==> config.mk <==
export PLATFORM = sky130hd
export DESIGN_NAME = branch_predictor
export DESIGN_NICKNAME = d
export VERILOG_FILES = /design/src/rtl/bp_pkg.sv /design/src/rtl/bp_counter_table.sv /design/src/rtl/branch_predictor.sv
export SDC_FILE = /design/constraint.sdc
export NUM_CORES = 1
export LEC_CHECK = 0
export ABC_AREA = 1
export BUFFER_PORTS_ARGS = -buffer_cell sky130_fd_sc_hd__buf_2
export CAP_MARGIN = 20
export CORE_AREA = 3 3 129 131
export DETAILED_ROUTE_END_ITERATION = 7
export DIE_AREA = 0 0 132 134
export PLACE_DENSITY = 0.75
export RECOVER_POWER = 50
export SYNTH_ARGS = -nofsm -noshare
export SYNTH_HDL_FRONTEND = slang
export SYNTH_HIERARCHICAL = 1
export SYNTH_SLANG_ARGS = --single-unit
==> constraint.sdc <==
create_clock -name clk -period 2.2 [get_ports clk]
set_input_delay 0.33 -clock clk [delete_from_list [all_inputs] [get_ports clk]]
set_output_delay 0.33 -clock clk [all_outputs]
set_load 0.03 [all_outputs]
==> src/rtl/bp_pkg.sv <==
// Shared definitions for the branch predictor: 2-bit counter encodings and
// the saturating counter step used when training the table.
package bp_pkg;

  localparam int CNT_W = 2;

  typedef enum logic [CNT_W-1:0] {
    SNT = 2'b00,
    WNT = 2'b01,
    WT  = 2'b10,
    ST  = 2'b11
  } bp_cnt_e;

  // Moves one step toward the observed direction, sticking at either end.
  function automatic logic [CNT_W-1:0] bp_next(input logic [CNT_W-1:0] cnt,
                                               input logic             taken);
    logic [CNT_W-1:0] nxt;
    nxt = cnt;
    if (taken) begin
      if (cnt != ST) nxt = cnt + 2'd1;
    end else begin
      if (cnt != SNT) nxt = cnt - 2'd1;
    end
    return nxt;
  endfunction

endpackage

==> src/rtl/bp_counter_table.sv <==
// Branch history table of 2-bit saturating counters with one registered
// read port and one training (write-by-update) port.
module bp_counter_table
  import bp_pkg::*;
#(
  parameter int               IDX_BITS    = 6,
  parameter logic [CNT_W-1:0] RESET_STATE = 2'b01
) (
  input  logic                clk,
  input  logic                rst_n,
  input  logic                rd_en_i,
  input  logic [IDX_BITS-1:0] rd_idx_i,
  output logic [CNT_W-1:0]    rd_cnt_o,
  input  logic                wr_en_i,
  input  logic [IDX_BITS-1:0] wr_idx_i,
  input  logic                wr_taken_i
);

  localparam int ENTRIES = 2 ** IDX_BITS;

  logic [CNT_W-1:0] bht_q [ENTRIES];
  logic [CNT_W-1:0] rdCnt_q;

  // Non-blocking update means a same-index read sees the pre-update counter.
  always_ff @(posedge clk or negedge rst_n) begin
    if (!rst_n) begin
      for (int i = 0; i < ENTRIES; i++) begin
        bht_q[i] <= RESET_STATE;
      end
      rdCnt_q <= '0;
    end else begin
      if (wr_en_i) begin
        bht_q[wr_idx_i] <= bp_next(bht_q[wr_idx_i], wr_taken_i);
      end
      if (rd_en_i) begin
        rdCnt_q <= bht_q[rd_idx_i];
      end
    end
  end

  assign rd_cnt_o = rdCnt_q;

endmodule

==> src/rtl/branch_predictor.sv <==
// Dynamic branch-direction predictor (BHT of 2-bit counters) for the 5-stage
// MIPS pipeline. Define BP_PERF_CNT_EN to add br_cnt/miss_cnt perf counters.
module branch_predictor
  import bp_pkg::*;
#(
  parameter int               IDX_BITS    = 6,
  parameter logic [CNT_W-1:0] RESET_STATE = 2'b01
) (
  input  logic        clk,
  input  logic        rst_n,
  input  logic        if_stall,
  input  logic        lk_valid,
  input  logic [31:0] lk_pc,
  output logic        pred_valid,
  output logic        pred_taken,
  input  logic        upd_valid,
  input  logic [31:0] upd_pc,
  input  logic        upd_taken,
  input  logic        upd_pred,
  output logic        mispredict,
  output logic        mis_taken
`ifdef BP_PERF_CNT_EN
  ,
  output logic [31:0] br_cnt,
  output logic [31:0] miss_cnt
`endif
);

  logic             lkEn;
  logic [CNT_W-1:0] rdCnt;
  logic             predValid_q, predValid_d;
  logic             misPred_q, misPred_d;
  logic             misTaken_q, misTaken_d;
  logic             unusedBits;

  assign lkEn = lk_valid && !if_stall;

  // The table only refreshes its read register on an unstalled lookup, so
  // pred_taken naturally holds while IF is stalled.
  bp_counter_table #(
    .IDX_BITS    (IDX_BITS),
    .RESET_STATE (RESET_STATE)
  ) u_table (
    .clk        (clk),
    .rst_n      (rst_n),
    .rd_en_i    (lkEn),
    .rd_idx_i   (lk_pc[IDX_BITS+1:2]),
    .rd_cnt_o   (rdCnt),
    .wr_en_i    (upd_valid),
    .wr_idx_i   (upd_pc[IDX_BITS+1:2]),
    .wr_taken_i (upd_taken)
  );

  always_comb begin
    predValid_d = predValid_q;
    if (!if_stall) predValid_d = lk_valid;
    misPred_d  = upd_valid && (upd_taken != upd_pred);
    misTaken_d = misPred_d ? upd_taken : misTaken_q;
  end

  always_ff @(posedge clk or negedge rst_n) begin
    if (!rst_n) begin
      predValid_q <= 1'b0;
      misPred_q   <= 1'b0;
      misTaken_q  <= 1'b0;
    end else begin
      predValid_q <= predValid_d;
      misPred_q   <= misPred_d;
      misTaken_q  <= misTaken_d;
    end
  end

  assign pred_valid = predValid_q;
  assign pred_taken = rdCnt[CNT_W-1];
  assign mispredict = misPred_q;
  assign mis_taken  = misTaken_q;

`ifdef BP_PERF_CNT_EN
  logic [31:0] brCnt_q, brCnt_d;
  logic [31:0] missCnt_q, missCnt_d;

  // Both counters wrap modulo 2^32.
  always_comb begin
    brCnt_d   = brCnt_q;
    missCnt_d = missCnt_q;
    if (upd_valid) brCnt_d = brCnt_q + 32'd1;
    if (misPred_d) missCnt_d = missCnt_q + 32'd1;
  end

  always_ff @(posedge clk or negedge rst_n) begin
    if (!rst_n) begin
      brCnt_q   <= '0;
      missCnt_q <= '0;
    end else begin
      brCnt_q   <= brCnt_d;
      missCnt_q <= missCnt_d;
    end
  end

  assign br_cnt   = brCnt_q;
  assign miss_cnt = missCnt_q;
`endif

  // Upper and byte-offset PC bits never reach the table index.
  assign unusedBits = ^{lk_pc[31:IDX_BITS+2], lk_pc[1:0],
                        upd_pc[31:IDX_BITS+2], upd_pc[1:0], rdCnt[0]};

endmodule
==> flow_metrics.tcl, run 1 <==
set metrics [dict create \
    leakagePower_nw 4.71 \
    clock_insertion_delay_worst_skew_ns 0.43 \
    antenna_found_initial 0 \
    setup-violations-final 0 \
    drc_errors 3 \
    netlist_area_um2 7960 \
    antenna_cells_inserted 0 \
    crit_required_ns 2.51 \
    syn_nets 1325 \
    die-area_um2 17700 \
    detail_route.first_pass.iterations 8 \
    worst_clock_skew_ns 0.00982 \
    final.hold.worst_slack_ns 0.118 \
    cts.clk_slew.worst_paths_ns 0.06 \
    routed-via-count 7964 \
    post_synth.cell_area_avg_um2 6.35 \
    pin_count_of_the_biggest_net_entering_global_routing 52 \
    clock_tree.root_cell "sky130_fd_sc_hd__clkbuf_16" \
    htreeDepth 4 \
    p_seq_share_pct 42.8 \
    setup_ws_ns 0.217 \
    final-max-slew-violation-count 0 \
    coreArea_um2 15700 \
    post_cts_resize_count 0 \
    violations_in_the_final_reports "DRC" \
    fp.dieH_um 134 \
    final_nets 1350 \
    area_delta_synth_final_pct 14.1 \
    path_class "reg2reg" \
    power_frac_clock_pct 39.9 \
    place_congestion 0.883 \
    fill_cells 1486 \
    hold_violation_total_from_the_final_report 0 \
    pre_cts_ws_ns -0.114 \
    timing.fmax_ghz 0.504 \
    pwr_density_cell_nw_per_um2 765 \
    cts.sinks 132 \
    maxSlewHeadroom_pct 22.9 \
    critical_path.max_fanout 36 \
    synth_cells 1254 \
    drt-initial-drc-count 756 \
    post_drt_via_cell_ratio 5.28 \
    endpoint_kind "flip-flop" \
    cell_internal_pwr_mw 4.94 \
    wire_per_inst_um 15.4 \
    die_width_um 132 \
    tritoncts.num_buffers 17 \
    drv.max_cap_violation_count 0 \
    initial_core_util_pct 50.7 \
    holdCritPathClass "in2reg" \
    multi_input_area_um2 3790 \
    gr-total-overflow 0 \
    comb_power_share_pct 17.3 \
    sequential_cell_area_um2 3380 \
    critPathLaunchType "flip-flop" \
    worst_ir_drop_vdd_mv 0.595 \
    max_slew.worst_pin.slew_ns 1.16 \
    final_min_period_over_clock_period_pct 90.1 \
    fraction_of_layout_instances_using_a_drive_strength_above_1_pct 13.7 \
    run_status "finished with violations" \
    arrival_ns 2.29 \
    yosys_warnings 6 \
    fin_tns_setup_ns 0 \
    cts-root-to-sink-buffers 2 \
    grt_pass1_wl_um 37600 \
    place.port_buffers 22 \
    rows 46 \
    layout_min_cycle_time_ns 1.98 \
    first_global_vias 7520 \
    power.net_switching_mw 2.01 \
    ant_nets 0 \
    clock_tree_from_tritoncts "yes" \
    switching_fraction_of_total_power_pct 28.9 \
    global_route_usage_over_all_layers_pct 26.9 \
    rsz_0062_raised_after_global_routing "no" \
    design.portCount 75 \
    postRouteWirelength_um 23300 \
    detailed_place_hpwl_um 15500 \
]
critical path, stage by stage (launching register included):
cell                      delay (ns)
sky130_fd_sc_hd__dfrtp_1        0.39
sky130_fd_sc_hd__or2_2          0.27
sky130_fd_sc_hd__nand3_1        0.07
sky130_fd_sc_hd__nand2_1        0.06
sky130_fd_sc_hd__o21ai_1        0.16
sky130_fd_sc_hd__nand2_1        0.06
sky130_fd_sc_hd__nor2_1         0.19
sky130_fd_sc_hd__nand2_1        0.10
sky130_fd_sc_hd__nand2_2        0.10
sky130_fd_sc_hd__nand2_2        0.10
sky130_fd_sc_hd__buf_12         0.20
sky130_fd_sc_hd__nand3_1        0.10
sky130_fd_sc_hd__nand2_1        0.05
stage by stage:
step                      total power, mW  utilization, %  area (µm²)  instances
after floorplan                      3.74               -        7960       1254
after global placement               4.16            54.2        8520       1475
after detailed placement             4.19            54.2        8520       1475
after CTS                            6.98            57.9        9100       1508
after global routing                 7.24            57.8        9080       1508
final                                6.94            57.8        9080       1508
what timing repair did:
item / in CTS / in global routing
hold buffers: 1 / 0
setup buffers: 0 / 0
hold endpoints to repair: 21 / 0
power by group through the flow:
stage                     combinational, mW  sequential, mW  clock, mW
after floorplan                       0.768            2.97          0
after global placement                 1.17            3.00          0
after detailed placement               1.19            3.00          0
after CTS                              1.20            2.97       2.82
after global routing                   1.33            3.00       2.91
final                                  1.20            2.97       2.77
final cells by class:
type / instances / share of cell area (%)
multi-input cells: 934 / 41.7
flip-flops and latches: 132 / 37.3
repair buffers: 73 / 6.77
clock buffers: 21 / 5.07
inverters: 121 / 5.00
well taps: 216 / 2.98
clock inverters: 11 / 1.21
sequential cells by signal, indices dropped and copies added (netlist names):
name              cells
u_table/bht_q       128
u_table/rd_cnt_o      1
pred_valid            1
mis_taken             1
mispredict            1
path summary, 6_finish.rpt:
| kind | slack, ns | from | end | cells after the start |
|---|---|---|---|---|
| max reg2reg | 0.22 | u_table/bht_q[47] | u_table/bht_q[105] | 12 |
| max in group asynchronous | 0.36 | rst_n | u_table/bht_q[74] | 3 |
| min | 0.12 | if_stall | pred_valid | 2 |
| max | 0.22 | u_table/bht_q[47] | u_table/bht_q[105] | 12 |
| min reg2reg | 0.46 | u_table/bht_q[16] | u_table/bht_q[16] | 2 |
| min in group asynchronous | 0.69 | rst_n | u_table/bht_q[119] | 2 |
placed cells by master, fill, tap and decap left out, types with 2 or more instances in the layout:
cell type and instances:
sky130_fd_sc_hd__dfstp_2 64, sky130_fd_sc_hd__clkbuf_16 17, sky130_fd_sc_hd__inv_2 2, sky130_fd_sc_hd__buf_2 20, sky130_fd_sc_hd__o22ai_1 7, sky130_fd_sc_hd__o21ai_1 3
sky130_fd_sc_hd__or2_2 5, sky130_fd_sc_hd__bufinv_16 2, sky130_fd_sc_hd__nand2_1 649, sky130_fd_sc_hd__buf_12 10, sky130_fd_sc_hd__o21ai_0 41, sky130_fd_sc_hd__inv_1 118
sky130_fd_sc_hd__nand4_1 2, sky130_fd_sc_hd__dfrtp_1 68, sky130_fd_sc_hd__nand3_1 89, sky130_fd_sc_hd__clkinvlp_4 2, sky130_fd_sc_hd__a21oi_1 9, sky130_fd_sc_hd__clkinv_2 7
sky130_fd_sc_hd__buf_4 38, sky130_fd_sc_hd__clkbuf_8 2, sky130_fd_sc_hd__nand2_2 3, sky130_fd_sc_hd__clkbuf_1 3, sky130_fd_sc_hd__o211ai_1 7, sky130_fd_sc_hd__nor3_1 13
sky130_fd_sc_hd__nor2_1 103, sky130_fd_sc_hd__clkbuf_2 3
routing by layer:
| metal | part of all wire (%) | GRT usage (%) | wire length, µm | up-vias |
|---|---|---|---|---|
| met2 | 46 | 44.4 | 10800 | 385 |
| met1 | 41 | 35.0 | 9660 | 3670 |
| met5 | 0 | 0 | 0 | - |
| met4 | 2.6 | 9.92 | 613 | 0 |
| met3 | 9.4 | 5.89 | 2190 | 52 |
| li1 | - | - | - | 3857 |
Note: power is estimated with default switching activity, not from simulation.
==> inputs of run 2 (changes only) <==
--- a/config.mk
+++ b/config.mk
@@ -8,10 +8,10 @@
 export ABC_AREA = 1
 export BUFFER_PORTS_ARGS = -buffer_cell sky130_fd_sc_hd__buf_2
 export CAP_MARGIN = 20
-export CORE_AREA = 3 3 129 131
+export CORE_AREA = 3 3 144 118
 export DETAILED_ROUTE_END_ITERATION = 7
-export DIE_AREA = 0 0 132 134
-export PLACE_DENSITY = 0.75
+export DIE_AREA = 0 0 147 121
+export PLACE_DENSITY = 0.74
 export RECOVER_POWER = 50
 export SYNTH_ARGS = -nofsm -noshare
 export SYNTH_HDL_FRONTEND = slang
==> run 2 against run 1 <==
The flow now finishes without violations. Critical path depth unchanged. Largest cell class unchanged. First-iteration DRC count increased by 27%. Sequential share of layout area is 0.35 points lower. Total power increased by 2.4%. Die area increased by 0.56%.
==> flow_metrics.tcl, run 2 (synthesized netlist as in run 1, its figures left out) <==
set metrics [dict create \
    run_status "finished, final reports clean" \
    fp.dieH_um 121 \
    register_containing_the_most_flip_flops_in_the_final_layout "u_table/bht_q" \
    drc_errors 0 \
    htreeDepth 4 \
    place_congestion 0.992 \
    tritoncts.num_buffers 17 \
    area_delta_synth_final_pct 15.1 \
    first_global_vias 7467 \
    layout_min_cycle_time_ns 2.06 \
    setup_ws_ns 0.141 \
    grt_pass1_wl_um 38700 \
    holdCritPathClass "in2reg" \
    die-area_um2 17800 \
    coreArea_um2 15700 \
    design.portCount 75 \
    arrival_ns 2.38 \
    post_drt_via_cell_ratio 5.35 \
    gr-total-overflow 0 \
    crit_required_ns 2.52 \
    timing.fmax_ghz 0.486 \
    place.port_buffers 22 \
    rows 41 \
    antenna_cells_inserted 0 \
    final_nets 1359 \
    final.hold.worst_slack_ns 0.112 \
    commonest_non_fill_non_tap_cell_in_the_layout "sky130_fd_sc_hd__nand2_1" \
    place_inst 1483 \
    worst_ir_drop_vdd_mv 0.530 \
    cts.clk_slew.worst_paths_ns 0.06 \
    clock_insertion_delay_worst_skew_ns 0.43 \
    fin_tns_setup_ns 0 \
    pin_count_of_the_biggest_net_entering_global_routing 56 \
    drv.max_cap_violation_count 0 \
    global_route_usage_over_all_layers_pct 27.8 \
    maxSlewHeadroom_pct 2.45 \
    final_non_filler_cell_total 1516 \
    critPathLaunch "u_table/bht_q[47]" \
    setup-violations-final 0 \
    leakagePower_nw 4.76 \
    routed-via-count 8105 \
    hold_violation_total_from_the_final_report 0 \
    post-route-util_pct 58.4 \
    antenna_found_initial 0 \
    cts.sinks 132 \
    cts-root-to-sink-buffers 2 \
    path_class "reg2reg" \
    postRouteWirelength_um 24500 \
    endpoint_kind "flip-flop" \
    clock_tree.root_cell "sky130_fd_sc_hd__clkbuf_16" \
    die_width_um 147 \
    worst_r2r_startpoint "u_table/bht_q[47]" \
    fraction_of_layout_instances_using_a_drive_strength_above_1_pct 14.5 \
    critical_path.max_fanout 13 \
    initial_core_util_pct 50.7 \
    pwr_density_cell_nw_per_um2 776 \
    rsz_0062_raised_after_global_routing "no" \
    final_min_period_over_clock_period_pct 93.6 \
    finish.instance_area_um2 9170 \
    post_cts_resize_count 0 \
    p_total_mw 7.11 \
    detail_route.first_pass.iterations 8 \
    largest_register_ffs 128 \
    worst_clock_skew_ns 0.00660 \
    critPathLaunchType "flip-flop" \
    final-max-slew-violation-count 0 \
    timing.hold.worst.start "if_stall" \
    most-common-layout-cells "sky130_fd_sc_hd__nand2_1 (649), sky130_fd_sc_hd__inv_1 (118), sky130_fd_sc_hd__nor2_1 (103)" \
    detailed_place_hpwl_um 16500 \
    wire_per_inst_um 16.1 \
    ant_nets 0 \
    pre_cts_ws_ns -0.0886 \
    drt-initial-drc-count 959 \
    clock_tree_from_tritoncts "yes" \
    max_slew.worst_pin.slew_ns 1.46 \
    detailed_place.area_um2 8580 \
]
run 2: layout make-up:
class,count,area [µm²]
Fill cell,1491,6530
Multi-Input combinational cell,934,3790
Sequential cell,132,3380
Timing Repair Buffer,82,682
Inverter,121,454
Clock buffer,17,425
Tap cell,215,269
Clock inverter,15,165
run 2: path summary, 6_finish.rpt:
path / cells after the start / end / slack (ns)
setup / recovery: 12 / u_table/bht_q[105] / 0.14
setup reg to reg: 12 / u_table/bht_q[105] / 0.14
min in group asynchronous: 2 / u_table/bht_q[107] / 0.79
hold reg to reg: 2 / u_table/bht_q[42] / 0.47
max in group asynchronous: 3 / u_table/bht_q[126] / 0.26
hold / removal: 2 / pred_valid / 0.11
run 2: routing by layer:
metal,up-vias,share of wire (%),global-route usage [%]
li1,3871,-,-
met1,3755,44,38.4
met2,412,43,41.0
met3,65,10,8.59
met4,2,3.2,10.6
met5,-,0.22,2.35
run 2: timing repair:
| item | 4_1_cts | 5_1_grt |
|---|---|---|
| endpoints found under the setup margin | 0 | 0 |
| hold buffers | 1 | 0 |
| buffers inserted | 0 | 0 |
| endpoints found under the hold margin | 24 | 0 |
run 2: power breakdown:
group / leakage (nW) / total (mW) / switching (mW) / internal (mW)
logic: 2.87 / 1.24 / 0.818 / 0.426
clock network: 0.288 / 2.89 / 1.13 / 1.77
registers: 1.60 / 2.97 / 0.159 / 2.81
total: 4.76 / 7.11 / 2.10 / 5.01
run 2: critical path, stage by stage, from the launching register on:
cell,delay [ns]
sky130_fd_sc_hd__dfrtp_1,0.40
sky130_fd_sc_hd__or2_2,0.27
sky130_fd_sc_hd__nand3_1,0.07
sky130_fd_sc_hd__nand2_1,0.08
sky130_fd_sc_hd__o21ai_1,0.18
sky130_fd_sc_hd__nand2_1,0.11
sky130_fd_sc_hd__nor2_1,0.16
sky130_fd_sc_hd__nand2_1,0.09
sky130_fd_sc_hd__nand2_2,0.10
sky130_fd_sc_hd__nand2_2,0.12
sky130_fd_sc_hd__buf_4,0.22
sky130_fd_sc_hd__nand3_1,0.10
sky130_fd_sc_hd__nand2_1,0.06
